--- config.mk ---
export PLATFORM = sky130hd
export DESIGN_NAME = dec_gpr_wb_ctl
export DESIGN_NICKNAME = d
export VERILOG_FILES = /design/src/rtl/dec_gpr_wb_ctl.sv
export SDC_FILE = /design/constraint.sdc
export NUM_CORES = 1
export LEC_CHECK = 0
export CAP_MARGIN = 40
export CORE_MARGIN = 3
export CORE_UTILIZATION = 54
export DETAILED_ROUTE_END_ITERATION = 7
export GPL_TIMING_DRIVEN = 0
export PLACE_DENSITY = 0.79
export SLEW_MARGIN = 20
export SYNTH_ARGS = -nofsm -noshare
export SYNTH_HDL_FRONTEND = slang
export SYNTH_SLANG_ARGS = --single-unit
--- constraint.sdc ---
create_clock -name clk -period 5.2 [get_ports clk]
set_input_delay 0.78 -clock clk [delete_from_list [all_inputs] [get_ports clk]]
set_output_delay 0.78 -clock clk [all_outputs]
set_load 0.05 [all_outputs]
--- src/rtl/dec_gpr_wb_ctl.sv ---
// ============================================================================
// Module   : dec_gpr_wb_ctl
// Brief    : Two-producer writeback FIFO driving both GPR write ports, with
//            in-order GPR bank switch sequencing and a pending-write vector.
// Revision : 1.0 - initial release
// ============================================================================
`default_nettype none

module dec_gpr_wb_ctl #(
    parameter int XLEN           = 32,
    parameter int DEPTH          = 4,
    parameter int GPR_BANKS      = 2,
    parameter int GPR_BANKS_LOG2 = 1
) (
    input  logic                      clk,
    input  logic                      rst,

    input  logic                      p0_valid,
    input  logic [4:0]                p0_addr,
    input  logic [XLEN-1:0]           p0_data,
    output logic                      p0_ready,

    input  logic                      p1_valid,
    input  logic [4:0]                p1_addr,
    input  logic [XLEN-1:0]           p1_data,
    output logic                      p1_ready,

    input  logic                      bank_req,
    input  logic [GPR_BANKS_LOG2-1:0] bank_req_id,
    output logic                      bank_req_ready,

    output logic                      wen0,
    output logic [4:0]                waddr0,
    output logic [XLEN-1:0]           wd0,
    output logic                      wen1,
    output logic [4:0]                waddr1,
    output logic [XLEN-1:0]           wd1,

    output logic                      wen_bank_id,
    output logic [GPR_BANKS_LOG2-1:0] wr_bank_id,
    output logic [GPR_BANKS_LOG2-1:0] cur_bank,

    output logic [30:0]               pend_vec,
    output logic                      busy
);

    localparam int c_PTR_W = (DEPTH > 1) ? $clog2(DEPTH) : 1;
    localparam int c_CNT_W = c_PTR_W + 1;
    localparam logic [c_CNT_W-1:0] c_ENQ_LIMIT = c_CNT_W'(DEPTH - 2);
    localparam logic [c_CNT_W-1:0] c_CNT_ZERO  = '0;
    localparam logic [c_CNT_W-1:0] c_CNT_TWO   = c_CNT_W'(2);

    typedef enum logic [1:0] {
        S_RUN    = 2'd0,
        S_DRAIN  = 2'd1,
        S_SWITCH = 2'd2
    } state_t;

    state_t                    r_state;
    logic [c_PTR_W-1:0]        r_head;
    logic [c_PTR_W-1:0]        r_tail;
    logic [c_CNT_W-1:0]        r_count;
    logic [4:0]                r_addr [DEPTH];
    logic [XLEN-1:0]           r_data [DEPTH];
    logic [GPR_BANKS_LOG2-1:0] r_bank_id;
    logic [GPR_BANKS_LOG2-1:0] r_cur_bank;
    logic                      r_wen_bank_id;
    logic [GPR_BANKS_LOG2-1:0] r_wr_bank_id;

    logic                      w_run;
    logic                      w_room;
    logic                      w_acc0;
    logic                      w_acc1;
    logic                      w_enq0;
    logic                      w_enq1;
    logic [c_PTR_W-1:0]        w_head1;
    logic [c_PTR_W-1:0]        w_tail1;
    logic                      w_wen0;
    logic                      w_wen1;
    logic [c_CNT_W-1:0]        w_n_enq;
    logic [c_CNT_W-1:0]        w_n_deq;
    logic [c_PTR_W-1:0]        w_enq_ptr;
    logic [c_PTR_W-1:0]        w_deq_ptr;
    logic [c_CNT_W-1:0]        w_count_nxt;
    logic                      w_req_id_ok;
    logic [DEPTH-1:0]          w_slot_valid;
    logic [30:0]               w_pend;

    // ------------------------------------------------------------------
    // Handshakes: ready depends only on registered state
    // ------------------------------------------------------------------
    assign w_run          = (r_state == S_RUN);
    assign w_room         = (r_count <= c_ENQ_LIMIT);
    assign p0_ready       = w_run & w_room;
    assign p1_ready       = w_run & w_room;
    assign bank_req_ready = w_run;

    assign w_acc0 = p0_valid & p0_ready;
    assign w_acc1 = p1_valid & p1_ready;
    // x0 results are consumed by the handshake but never buffered
    assign w_enq0 = w_acc0 & (p0_addr != 5'd0);
    assign w_enq1 = w_acc1 & (p1_addr != 5'd0);

    // ------------------------------------------------------------------
    // Drain selection
    // ------------------------------------------------------------------
    assign w_head1 = r_head + c_PTR_W'(1);
    assign w_tail1 = r_tail + c_PTR_W'(w_enq0);

    assign w_wen0 = (r_count != c_CNT_ZERO);
    assign w_wen1 = (r_count >= c_CNT_TWO) & (r_addr[w_head1] != r_addr[r_head]);

    assign wen0   = w_wen0;
    assign waddr0 = w_wen0 ? r_addr[r_head]  : 5'd0;
    assign wd0    = w_wen0 ? r_data[r_head]  : '0;
    assign wen1   = w_wen1;
    assign waddr1 = w_wen1 ? r_addr[w_head1] : 5'd0;
    assign wd1    = w_wen1 ? r_data[w_head1] : '0;

    assign w_n_enq     = c_CNT_W'(w_enq0) + c_CNT_W'(w_enq1);
    assign w_n_deq     = c_CNT_W'(w_wen0) + c_CNT_W'(w_wen1);
    assign w_enq_ptr   = c_PTR_W'(w_enq0) + c_PTR_W'(w_enq1);
    assign w_deq_ptr   = c_PTR_W'(w_wen0) + c_PTR_W'(w_wen1);
    assign w_count_nxt = r_count + w_n_enq - w_n_deq;

    // Out-of-range bank ids fall back to the current bank
    assign w_req_id_ok = (32'(bank_req_id) < 32'(GPR_BANKS));

    // ------------------------------------------------------------------
    // Pending-write vector from occupied slots
    // ------------------------------------------------------------------
    always_comb begin
        w_slot_valid = '0;
        for (int i = 0; i < DEPTH; i++) begin
            if ({1'b0, c_PTR_W'(i) - r_head} < r_count) begin
                w_slot_valid[i] = 1'b1;
            end
        end
    end

    always_comb begin
        w_pend = '0;
        for (int i = 0; i < DEPTH; i++) begin
            for (int j = 1; j < 32; j++) begin
                if (w_slot_valid[i] && (r_addr[i] == 5'(j))) begin
                    w_pend[j-1] = 1'b1;
                end
            end
        end
    end

    assign pend_vec    = w_pend;
    assign busy        = (r_count != c_CNT_ZERO) | ~w_run;
    assign cur_bank    = r_cur_bank;
    assign wen_bank_id = r_wen_bank_id;
    assign wr_bank_id  = r_wr_bank_id;

    // ------------------------------------------------------------------
    // FIFO payload storage; validity is tracked by head/count
    // ------------------------------------------------------------------
    always_ff @(posedge clk) begin
        if (w_enq0) begin
            r_addr[r_tail] <= p0_addr;
            r_data[r_tail] <= p0_data;
        end
        if (w_enq1) begin
            r_addr[w_tail1] <= p1_addr;
            r_data[w_tail1] <= p1_data;
        end
    end

    always_ff @(posedge clk or posedge rst) begin
        if (rst) begin
            r_head  <= '0;
            r_tail  <= '0;
            r_count <= '0;
        end else begin
            r_head  <= r_head + w_deq_ptr;
            r_tail  <= r_tail + w_enq_ptr;
            r_count <= w_count_nxt;
        end
    end

    // ------------------------------------------------------------------
    // Bank switch sequencer
    // ------------------------------------------------------------------
    always_ff @(posedge clk or posedge rst) begin
        if (rst) begin
            r_state       <= S_RUN;
            r_bank_id     <= '0;
            r_cur_bank    <= '0;
            r_wen_bank_id <= 1'b0;
            r_wr_bank_id  <= '0;
        end else begin
            case (r_state)
                S_RUN: begin
                    if (bank_req) begin
                        r_state   <= S_DRAIN;
                        r_bank_id <= w_req_id_ok ? bank_req_id : r_cur_bank;
                    end
                end
                S_DRAIN: begin
                    // Strobe lands in the cycle right after the last write
                    if (w_count_nxt == c_CNT_ZERO) begin
                        r_state       <= S_SWITCH;
                        r_wen_bank_id <= 1'b1;
                        r_wr_bank_id  <= r_bank_id;
                    end
                end
                S_SWITCH: begin
                    r_state       <= S_RUN;
                    r_cur_bank    <= r_bank_id;
                    r_wen_bank_id <= 1'b0;
                    r_wr_bank_id  <= '0;
                end
                default: begin
                    r_state       <= S_RUN;
                    r_wen_bank_id <= 1'b0;
                    r_wr_bank_id  <= '0;
                end
            endcase
        end
    end

endmodule

`default_nettype wire

==> metrics.md, run 1 <==
| Metric | Value |
|---|---|
| Count of port buffers added during placement | 193 |
| Clock tree sinks | 161 |
| Hold slack final | 514 ps |
| WL per Instance | 24.7 µm |
| Power density over the cells | 608 mW/mm² |
| CTS tree | yes |
| Number of iterations in the first detailed-routing pass | 5 |
| Clk pwr share | 15.1% |
| First-pass GRT wire length | 49.4 mm |
| Total Routing Usage GR | 29.5% |
| Most frequent cell on the critical path | sky130_fd_sc_hd__buf_2 |
| Sum of met3 wire segment lengths after detailed routing | 3.31 mm |
| Int Power | 0.00438 W |
| Chip height | 148 µm |
| Buffer levels on the longest clock path | 2 |
| Total DRC errors in the routed layout | 0 |
| Top FF cell, synth | sky130_fd_sc_hd__edfxtp_1 |
| Cell area after technology mapping | 0.0110 mm² |
| Relative slew slack | 49.5% |
| Largest net degree at the start of global routing | 38 |
| Category of the worst setup path launch point | register |
| Number of buffers inserted for hold repair after clock tree synthesis | 0 |
| Fraction of final layout cells sized beyond drive strength 1 | 25.7% |
| #FFs+latches synth | 161 |
| Placed instance count | 1282 |
| Core area | 0.0197 mm² |
| Cell chosen for the clock root | sky130_fd_sc_hd__clkbuf_16 |
| Net Sw Frac | 48.7% |
| Cell Count, Final, Fillers Out | 1315 |
| Worst IR Drop VDD | 0.536 mV |
| Clock Pin Slew Worst Setup and Hold Paths | 70 ps |
| Number of antenna violations at the first check in global routing | 2 |
| Post-detailed-routing wire length | 32.5 mm |
| Yosys Warn Count | 0 |
| Cell row count | 51 |
| Total length of routed met2 wires | 16.0 mm |
| Weighted congestion reported at the end of routability-driven placement | 0.988 |
| Result of the run | complete, no violations |
| Fraction of the yosys area taken by sequential cells | 43.5% |
| Ordered cell list for the critical path | buf_2 -> buf_2 -> buf_2 -> xnor2_1 -> inv_1 -> ha_1 -> a21oi_2 -> nor2_1 -> or3_1 -> o221ai_1 -> clkdlybuf4s50_1 |
| Number of library cell types mapped by synthesis | 60 |
| Period utilization | 96.7% |
| Avg Cell Area, Syn | 13.4 µm² |
| Via density per instance | 6.46 |
| Syn nets | 906 |
| Endpoint arrival time on the critical path | 4250 ps |
| Vias in the first global route | 8521 |
| WP data required | 4420 ps |
| Post-layout minimum cycle time | 5030 ps |
| Total vias in the final route | 8498 |
| Fin nets | 1128 |
| Biggest fanout along the worst timing path | 10 |
| Hold Fails Final Rpt | 0 |
| Crit path buf inv count | 5 |
| Cells after synthesis | 815 |
| F_max | 199 MHz |
| Starting Density | 55.6% |
| Slew of the pin with the lowest slew margin | 758 ps |
| Total clock buffers created by CTS | 17 |
| # H-tree levels | 4 |
| Max incr delay on CP | 850 ps |
| Leak pwr | 5.21 nW |
| Share of synthesized registers carrying an async set or reset | 8.07% |
| Violation count after the first detailed-route iteration | 917 |
| Remaining Overflow, GRT | 0 |
| Crit path max-delay cell type | sky130_fd_sc_hd__clkdlybuf4s50_1 |
| Critical path capture point type | output port |
| HPWL reported at the end of detailed placement | 22.8 mm |
| Number of max-slew violations in the final report | 0 |
| Final clock skew | 11.2 ps |
| Met1 routed wirelength after detailed routing | 12.5 mm |
| Width of the die | 148 µm |
| Highest routing layer actually used | met5 |
| Clock insertion delay at the later pin of the skew report | 440 ps |
| Post-synth EDFFs | 148 |
| Comb power frac | 64.9% |
| Max-cap violations | 0 |
| Class of the most critical hold timing path | register to register |
| Net switching component of the power | 0.00415 W |
| Setup Crit Path Kind | register to output port |
| Share of power burned in registers | 20.0% |
| Layout Area Growth over Synthesis | 27.9% |
| Number of endpoints failing setup at the final stage | 0 |
| Number of I/O pins | 194 |
| DRT antenna net count | 0 |
| Total Die Area | 0.0220 mm² |
| Dominant delay contributor by cell family on the critical path | buffers and inverters |
| Total inserted antenna cells | 0 |
==> layout by cell type, fill, tap and decap left out, types with 20 or more instances in the layout <==
cell type	Yosys	final
sky130_fd_sc_hd__inv_1	20	20
sky130_fd_sc_hd__mux2_2	74	74
sky130_fd_sc_hd__nor2_1	56	56
sky130_fd_sc_hd__clkbuf_1	29	28
sky130_fd_sc_hd__nand2_1	49	48
sky130_fd_sc_hd__nor2b_1	42	42
sky130_fd_sc_hd__clkdlybuf4s50_1	0	181
sky130_fd_sc_hd__mux2_1	57	57
sky130_fd_sc_hd__edfxtp_1	148	148
sky130_fd_sc_hd__mux4_2	76	76
==> sequential cells by signal (all words and copies together) (netlist names) <==
register and cells:
wen_bank_id 1, wr_bank_id 1, r_bank_id 1, r_head 2, cur_bank 1, r_data 128
r_addr 20, r_count 3, r_state 2, r_tail 2
==> logic make-up (layout without fill, tap and decap cells) <==
group / count (synthesis) / in the layout / share of synthesized area, %
buf+inv: 96 / 331 / 4.39
compound gates: 83 / 83 / 6.63
flops: 161 / 161 / 43.5
xor+xnor: 20 / 20 / 1.60
fa+ha+maj: 11 / 11 / 1.53
mux: 234 / 234 / 32.4
simple gates: 210 / 210 / 9.92
==> Yosys cell counts, types with 9 or more instances <==
master                     number  area share [%]
sky130_fd_sc_hd__edfxtp_1     148              41
sky130_fd_sc_hd__mux4_2        76              16
sky130_fd_sc_hd__mux2_2        74             7.6
sky130_fd_sc_hd__mux2_1        57             5.9
sky130_fd_sc_hd__nor2_1        56             1.9
sky130_fd_sc_hd__nand2_1       49             1.7
sky130_fd_sc_hd__nor2b_1       42             2.4
sky130_fd_sc_hd__clkbuf_1      29            0.99
sky130_fd_sc_hd__inv_1         20            0.68
sky130_fd_sc_hd__mux2_4        19             2.6
sky130_fd_sc_hd__o221ai_1      19             1.5
sky130_fd_sc_hd__buf_2         18            0.82
sky130_fd_sc_hd__o22a_1        17             1.4
sky130_fd_sc_hd__xor2_1        14             1.1
sky130_fd_sc_hd__dfrtp_1       13             3.0
sky130_fd_sc_hd__nand2b_1      11            0.63
sky130_fd_sc_hd__buf_1          9            0.31
sky130_fd_sc_hd__buf_6          9            0.92
sky130_fd_sc_hd__o22ai_1        9            0.51
==> power by group through the flow <==
stage	registers, W	logic (W)	clock network, W
after CTS	0.00170	0.00555	0.00129
after floorplan	0.00173	0.00377	0
after detailed placement	0.00173	0.00553	0
after global placement	0.00173	0.00542	0
final	0.00170	0.00554	0.00129
after global routing	0.00172	0.00581	0.00134
==> path summary, 6_finish.rpt <==
check / end / slack [ps] / startpoint / cells past startpoint
min: wen_bank_id / 510 / wen_bank_id / 2
max in group asynchronous: r_tail[0] / 4180 / rst / 2
max: pend_vec[22] / 170 / r_head[1] / 11
min reg2reg: wen_bank_id / 510 / wen_bank_id / 2
min in group asynchronous: cur_bank / 670 / rst / 2
max reg2reg: wr_bank_id / 300 / r_head[0] / 18
==> through the flow <==
step                      setup WS (ps)  TNS [ps]  utilization, %  total power, W  cell area, µm²
after floorplan                    95.2         0               -         0.00551           11000
after global placement            -2540   -109390            67.1         0.00714           13200
after detailed placement            135         0            67.9         0.00725           13400
after CTS                          48.6         0            70.9         0.00853           14000
after global routing             -0.709    -0.709            71.1         0.00886           14000
final                               173         0            71.1         0.00853           14000
==> layout make-up <==
cell class                 count  area (µm²)
tap                          265         332
fill                        1357        5690
inverter                      22        82.6
multi-input combinational    558        5730
sequential                   161        4770
clock buffer                  17         425
clock inverter                15         170
timing repair buffer         204        2110
buffer                        73         395
==> worst min-delay path, cell delays in order, from the launching register on <==
cell	delay, ps
sky130_fd_sc_hd__dfrtp_1	370
sky130_fd_sc_hd__inv_1	50
sky130_fd_sc_hd__a21oi_1	50
==> timing repair <==
action                                 in CTS  in global routing
gates cloned                                0                  0
gates resized for setup                     0                 12
setup endpoints to repair                  20                 14
endpoints found under the hold margin       0                  0
buffers inserted                            0                  2
pin swaps                                   0                  0
==> metal layers <==
| metal | vias up | global-route usage (%) |
|---|---|---|
| met5 | - | 0 |
| met4 | 4 | 9.19 |
| met3 | 60 | 5.85 |
| met2 | 584 | 48.4 |
| met1 | 4212 | 40.0 |
| li1 | 3638 | - |
Note: power is estimated with default switching activity, not from simulation.
==> inputs of run 2 (changes only) <==
Clock period 5.2 ns to 4.8 ns, I/O delays scaled along.
==> run 2 against run 1 <==
Net effect: worst setup slack improved by 23 ps; via count decreased by 1.3%; cell count increased by 0.23%; core utilization decreased by 0.25 points; clock power increased by 8%; critical path depth increased by 1; flip-flop and latch count unchanged; worst hold slack improved by 1.9 ps; sequential power increased by 8%; sequential share of layout area increased by 0.12 points; register-to-register slack got worse by 80 ps; critical path type unchanged.
==> metrics.md, run 2 (same netlist as run 1, synthesis figures left out) <==
| Metric | Value |
|---|---|
| Result of the run | complete, no violations |
| Clk pwr share | 15.0% |
| Buffer levels on the longest clock path | 2 |
| Max-cap violations | 0 |
| Clock Pin Slew Worst Setup and Hold Paths | 60 ps |
| Comb power frac | 65.1% |
| Number of iterations in the first detailed-routing pass | 5 |
| Storage cell area | 0.00477 mm² |
| Placed instance count | 1281 |
| Int Power | 0.00475 W |
| Width of the die | 148 µm |
| Setup Crit Path Kind | register to output port |
| Final Instance Area | 0.0140 mm² |
| First-pass GRT wire length | 49.0 mm |
| Relative slew slack | 51.4% |
| Category of the worst setup path launch point | register |
| HPWL reported at the end of detailed placement | 22.4 mm |
| Period utilization | 95.9% |
| Slew of the pin with the lowest slew margin | 728 ps |
| Hold Fails Final Rpt | 0 |
| Number of buffers inserted for hold repair after clock tree synthesis | 0 |
| Start point of the worst hold path | cur_bank |
| F_max | 217 MHz |
| Via density per instance | 6.36 |
| Violation count after the first detailed-route iteration | 991 |
| Crit Reg-Reg Startpoint | r_addr[2][2] |
| WP data required | 4080 ps |
| Final clock skew | 7.27 ps |
| Most flops, register | r_data |
| Highest routing layer actually used | met4 |
| Number of I/O pins | 194 |
| Endpoint arrival time on the critical path | 3880 ps |
| Worst setup path start | r_head[0] |
| Met1 routed wirelength after detailed routing | 12.6 mm |
| CTS tree | yes |
| Weighted congestion reported at the end of routability-driven placement | 0.930 |
| Clock insertion delay at the later pin of the skew report | 440 ps |
| Total Die Area | 0.0220 mm² |
| Total length of routed met2 wires | 15.8 mm |
| Chip height | 148 µm |
| Cell Count, Final, Fillers Out | 1318 |
| Number of max-slew violations in the final report | 0 |
| Count of port buffers added during placement | 193 |
| Combined area of the multi-input logic cells | 0.00577 mm² |
| Sum of met3 wire segment lengths after detailed routing | 2.79 mm |
| Class of the most critical hold timing path | register to register |
| Post-detailed-routing wire length | 31.9 mm |
| Post-layout minimum cycle time | 4600 ps |
| Share of power burned in registers | 19.9% |
| Number of antenna violations at the first check in global routing | 1 |
| Net Sw Frac | 48.7% |
| Cell chosen for the clock root | sky130_fd_sc_hd__clkbuf_16 |
| Total clock buffers created by CTS | 17 |
| Biggest fanout along the worst timing path | 10 |
| Filler Cells Inserted | 1337 |
| Fin nets | 1130 |
| Clock tree sinks | 161 |
| Layout Area Growth over Synthesis | 27.5% |
| Total DRC errors in the routed layout | 0 |
| Power density over the cells | 662 mW/mm² |
| Fraction of final layout cells sized beyond drive strength 1 | 28.1% |
| Worst IR Drop VDD | 0.519 mV |
| Cell row count | 51 |
| Total cell area at the placement stage | 0.0134 mm² |
| Net switching component of the power | 0.00450 W |
| DRT antenna net count | 0 |
| WL per Instance | 24.2 µm |
| Vias in the first global route | 8626 |
| Remaining Overflow, GRT | 0 |
| Largest net degree at the start of global routing | 38 |
| Critical path capture point type | output port |
| Leak pwr | 5.19 nW |
| # H-tree levels | 4 |
| Summed negative setup slack over all endpoints | 0 ps |
| Most frequent standard cell in the layout excluding fill and tap cells | sky130_fd_sc_hd__clkdlybuf4s50_1 |
| Total Routing Usage GR | 29.1% |
| Starting Density | 55.6% |
| Hold slack final | 515 ps |
| Total vias in the final route | 8385 |
| Number of flip-flops in the largest register | 128 |
| Number of endpoints failing setup at the final stage | 0 |
| Largest regs | r_data x128, r_addr x20, r_count x3 |
| Commonest non-fill, non-tap cells in the layout | sky130_fd_sc_hd__clkdlybuf4s50_1 (162), sky130_fd_sc_hd__edfxtp_1 (148), sky130_fd_sc_hd__mux4_2 (76) |
| Core area | 0.0197 mm² |
-- run 2: cell types whose count changed in the layout (fill, tap and decap cells not counted), moves of 3 or more --
cell and change:
sky130_fd_sc_hd__clkdlybuf4s50_1 -19, sky130_fd_sc_hd__clkbuf_2 +16, sky130_fd_sc_hd__dlymetal6s2s_1 -4, sky130_fd_sc_hd__buf_4 +4, sky130_fd_sc_hd__buf_2 +3
-- run 2: through the flow --
step	worst slack (ps)	total power, W	util (%)
after floorplan	233	0.00597	-
after global placement	-804	0.00771	67.1
after detailed placement	-188	0.00782	67.8
after CTS	4.14	0.00921	70.9
after global routing	-12.7	0.00963	70.9
final	196	0.00925	70.9
-- run 2: final cells by class --
class                   instances  area share (%)
inverters                      22           0.609
plain buffers                  72            2.86
flip-flops and latches        161            34.1
multi-input cells             558            41.3
diodes                          1          0.0179
repair buffers                207            14.5
well taps                     265            2.37
clock buffers                  18            3.07
clock inverters                14            1.23
-- run 2: repair_timing --
item / CTS / global route
resized for setup: 39 / 52
setup buffers: 1 / 5
pin swaps: 1 / 2
endpoints found under the setup margin: 34 / 53
-- run 2: power groups by stage --
stage	logic, W	clock network [W]	registers [W]
2_1_floorplan	0.00409	0	0.00188
3_3_place_gp	0.00585	0	0.00187
3_5_place_dp	0.00595	0	0.00187
4_1_cts	0.00598	0.00139	0.00184
5_1_grt	0.00633	0.00144	0.00186
6_report	0.00602	0.00139	0.00184
-- run 2: metal layers --
| metal | vias to the layer above | global-route usage, % |
|---|---|---|
| met2 | 489 | 47.9 |
| met4 | 0 | 8.87 |
| met3 | 63 | 5.27 |
| li1 | 3646 | - |
| met5 | - | 0 |
| met1 | 4187 | 39.9 |
-- run 2: worst max-delay path, cell delays in order, from the launching register on --
cell                       delay [ps]
sky130_fd_sc_hd__dfrtp_1          370
sky130_fd_sc_hd__clkbuf_4         210
sky130_fd_sc_hd__buf_6            180
sky130_fd_sc_hd__clkbuf_2         290
sky130_fd_sc_hd__clkbuf_4         320
sky130_fd_sc_hd__xnor2_1          180
sky130_fd_sc_hd__inv_1             70
sky130_fd_sc_hd__ha_1             290
sky130_fd_sc_hd__a21oi_2          250
sky130_fd_sc_hd__nor2_1           190
sky130_fd_sc_hd__or4_1            520
sky130_fd_sc_hd__o221ai_1         240
sky130_fd_sc_hd__buf_2            320
-- run 2: final timing paths --
| kind | endpoint | slack [ps] | cells after the start |
|---|---|---|---|
| worst max-delay path | pend_vec[18] | 200 | 12 |
| worst min-delay path | cur_bank | 520 | 1 |
| worst max register to register | wr_bank_id | 220 | 16 |
| worst min register to register | cur_bank | 520 | 1 |
| max in group asynchronous | r_tail[0] | 3840 | 2 |
| min in group asynchronous | wen_bank_id | 610 | 2 |
==> inputs of run 3 (changes only) <==
Settings changed: GPL_ROUTABILITY_DRIVEN from default to 0.
==> run 3 against run 2 <==
Net effect: combinational power hardly changed; clock skew is 1.7 ps higher; critical path depth shrank 1; die area is the same; flip-flop and latch count unchanged; critical path type unchanged; cell count shrank 0.38%; sequential power is essentially flat; worst setup slack lost 40 ps; fmax fell by 0.86%.
==> metrics.md, run 3 (same netlist as run 1, synthesis figures left out) <==
| Metric | Value |
|---|---|
| Result of the run | complete, no violations |
| CP Depth | 11 |
| Chip height | 148 µm |
| Total Routing Usage GR | 29.3% |
| Crit path max-delay cell type | sky130_fd_sc_hd__clkdlybuf4s50_1 |
| WL per Instance | 24.6 µm |
| Biggest fanout along the worst timing path | 10 |
| Register-to-register path setup slack | 240 ps |
| Number of I/O pins | 194 |
| Number of endpoints failing setup at the final stage | 0 |
| CTS tree | yes |
| Core area | 0.0197 mm² |
| Ordered cell list for the critical path | clkbuf_4 -> buf_6 -> clkbuf_2 -> clkbuf_4 -> xnor2_1 -> inv_1 -> ha_1 -> a21oi_2 -> o211ai_1 -> o221ai_1 -> clkdlybuf4s50_1 |
| Number of buffers inserted for hold repair after clock tree synthesis | 0 |
| Leak pwr | 5.07 nW |
| Dominant delay contributor by cell family on the critical path | buffers and inverters |
| HPWL reported at the end of detailed placement | 22.5 mm |
| Fraction of final layout cells sized beyond drive strength 1 | 27.2% |
| # H-tree levels | 4 |
| Most flops, register | r_data |
| Buffer levels on the longest clock path | 2 |
| Number of flip-flops in the largest register | 128 |
| F_max | 215 MHz |
| Critical path capture point type | output port |
| Post-layout minimum cycle time | 4640 ps |
| Number of iterations in the first detailed-routing pass | 6 |
| Period utilization | 96.8% |
| Commonest non-fill, non-tap cells in the layout | sky130_fd_sc_hd__clkdlybuf4s50_1 (163), sky130_fd_sc_hd__edfxtp_1 (148), sky130_fd_sc_hd__mux4_2 (76) |
| Starting Density | 55.6% |
| Setup slack after layout | 156 ps |
| Fin nets | 1126 |
| Worst IR Drop VDD | 0.574 mV |
| Width of the die | 148 µm |
| Slew of the pin with the lowest slew margin | 700 ps |
| Crit path buf inv count | 6 |
| Max incr delay on CP | 840 ps |
| Fraction of the core area covered by cells at the end of the flow | 70.5% |
| Path depth of the worst reg2reg path | 16 |
| Most frequent standard cell in the layout excluding fill and tap cells | sky130_fd_sc_hd__clkdlybuf4s50_1 |
| Clk pwr share | 13.9% |
| Layout Area Growth over Synthesis | 26.8% |
| Power density over the cells | 658 mW/mm² |
| Most frequent cell on the critical path | sky130_fd_sc_hd__clkbuf_4 |
| Category of the worst setup path launch point | register |
| Net switching component of the power | 0.00448 W |
| Class of the most critical hold timing path | register to register |
| Total DRC errors in the routed layout | 0 |
| Worst hold stages | 1 |
| Final clock skew | 8.96 ps |
| Clock insertion delay at the later pin of the skew report | 430 ps |
| Vias in the first global route | 8472 |
| DRT antenna net count | 0 |
| Endpoint arrival time on the critical path | 3920 ps |
| Max-cap violations | 0 |
| First-pass GRT wire length | 49.3 mm |
| Cell row count | 51 |
| Summed negative setup slack over all endpoints | 0 ps |
| Via density per instance | 6.47 |
| Comb power frac | 65.9% |
| Setup slack after placement | -153 ps |
| Number of max-slew violations in the final report | 0 |
| Largest net degree at the start of global routing | 38 |
| Total clock buffers created by CTS | 17 |
| Number of antenna violations at the first check in global routing | 1 |
| Net Sw Frac | 49.0% |
| Clock Pin Slew Worst Setup and Hold Paths | 60 ps |
| Setup Crit Path Kind | register to output port |
| Cell chosen for the clock root | sky130_fd_sc_hd__clkbuf_16 |
| Setup repair after global routing missed its margin | false |
| Int Power | 0.00466 W |
| WP data required | 4080 ps |
| Total vias in the final route | 8491 |
| Hold Fails Final Rpt | 0 |
| Remaining Overflow, GRT | 0 |
| Largest regs | r_data x128, r_addr x20, r_count x3 |
| Clock tree sinks | 161 |
| Total Die Area | 0.0220 mm² |
| Count of port buffers added during placement | 193 |
| Relative slew slack | 53.3% |
| Violation count after the first detailed-route iteration | 887 |
| Post-detailed-routing wire length | 32.2 mm |
| Share of power burned in registers | 20.2% |
-- run 3: path summary, 6_finish.rpt --
kind                           start     endpoint
hold / removal              cur_bank     cur_bank
hold reg to reg             cur_bank     cur_bank
min in group asynchronous        rst  wen_bank_id
setup / recovery           r_head[0]  pend_vec[7]
max in group asynchronous        rst    r_head[1]
setup reg to reg           r_head[1]   wr_bank_id
-- run 3: worst register-to-register path, stage by stage (launching register included) --
cell and delay, ps:
sky130_fd_sc_hd__dfrtp_1 400, sky130_fd_sc_hd__buf_2 200, sky130_fd_sc_hd__inv_4 110, sky130_fd_sc_hd__mux4_2 550, sky130_fd_sc_hd__a2111oi_4 420, sky130_fd_sc_hd__buf_6 160, sky130_fd_sc_hd__buf_4 180, sky130_fd_sc_hd__nor2_1 140
sky130_fd_sc_hd__fa_1 560, sky130_fd_sc_hd__inv_1 60, sky130_fd_sc_hd__fa_1 380, sky130_fd_sc_hd__ha_1 210, sky130_fd_sc_hd__xnor2_1 190, sky130_fd_sc_hd__xnor2_1 130, sky130_fd_sc_hd__or4b_4 530, sky130_fd_sc_hd__mux2i_1 160
sky130_fd_sc_hd__nor2_1 50
-- run 3: area by class of cell --
cell class	count	area, µm²
Buffer	71	402
Tap cell	265	332
Antenna cell	1	2.50
Sequential cell	161	4770
Clock buffer	17	425
Timing Repair Buffer	204	2000
Fill cell	1389	5820
Inverter	22	85.1
Multi-Input combinational cell	558	5760
Clock inverter	14	115
-- run 3: power groups by stage --
stage               logic (W)  clock network [W]  registers [W]
floorplan             0.00409                  0        0.00188
global route          0.00632            0.00132        0.00187
finish                0.00602            0.00127        0.00185
global placement      0.00585                  0        0.00187
CTS                   0.00599            0.00126        0.00184
detailed placement    0.00596                  0        0.00187
-- run 3: repair_timing --
action,in CTS,in global routing
gates resized for setup,51,30
setup endpoints to repair,34,28
pin swaps,1,1
buffers inserted,2,2
-- run 3: stage by stage --
| step | area [µm²] | total power [W] | cells | hold slack, ps |
|---|---|---|---|---|
| finish | 13900 | 0.00914 | 1313 | 514 |
| global route | 13900 | 0.00951 | 1313 | 533 |
| CTS | 13900 | 0.00910 | 1311 | 518 |
| detailed placement | 13400 | 0.00783 | 1280 | 505 |
| global placement | 13200 | 0.00771 | 1273 | 501 |
| floorplan | 11000 | 0.00597 | 815 | 497 |
-- run 3: routing by layer --
metal,track usage [%],wire [µm]
met1,40.7,12600
met2,47.8,15900
met3,4.94,2970
met4,9.33,742
met5,0,0
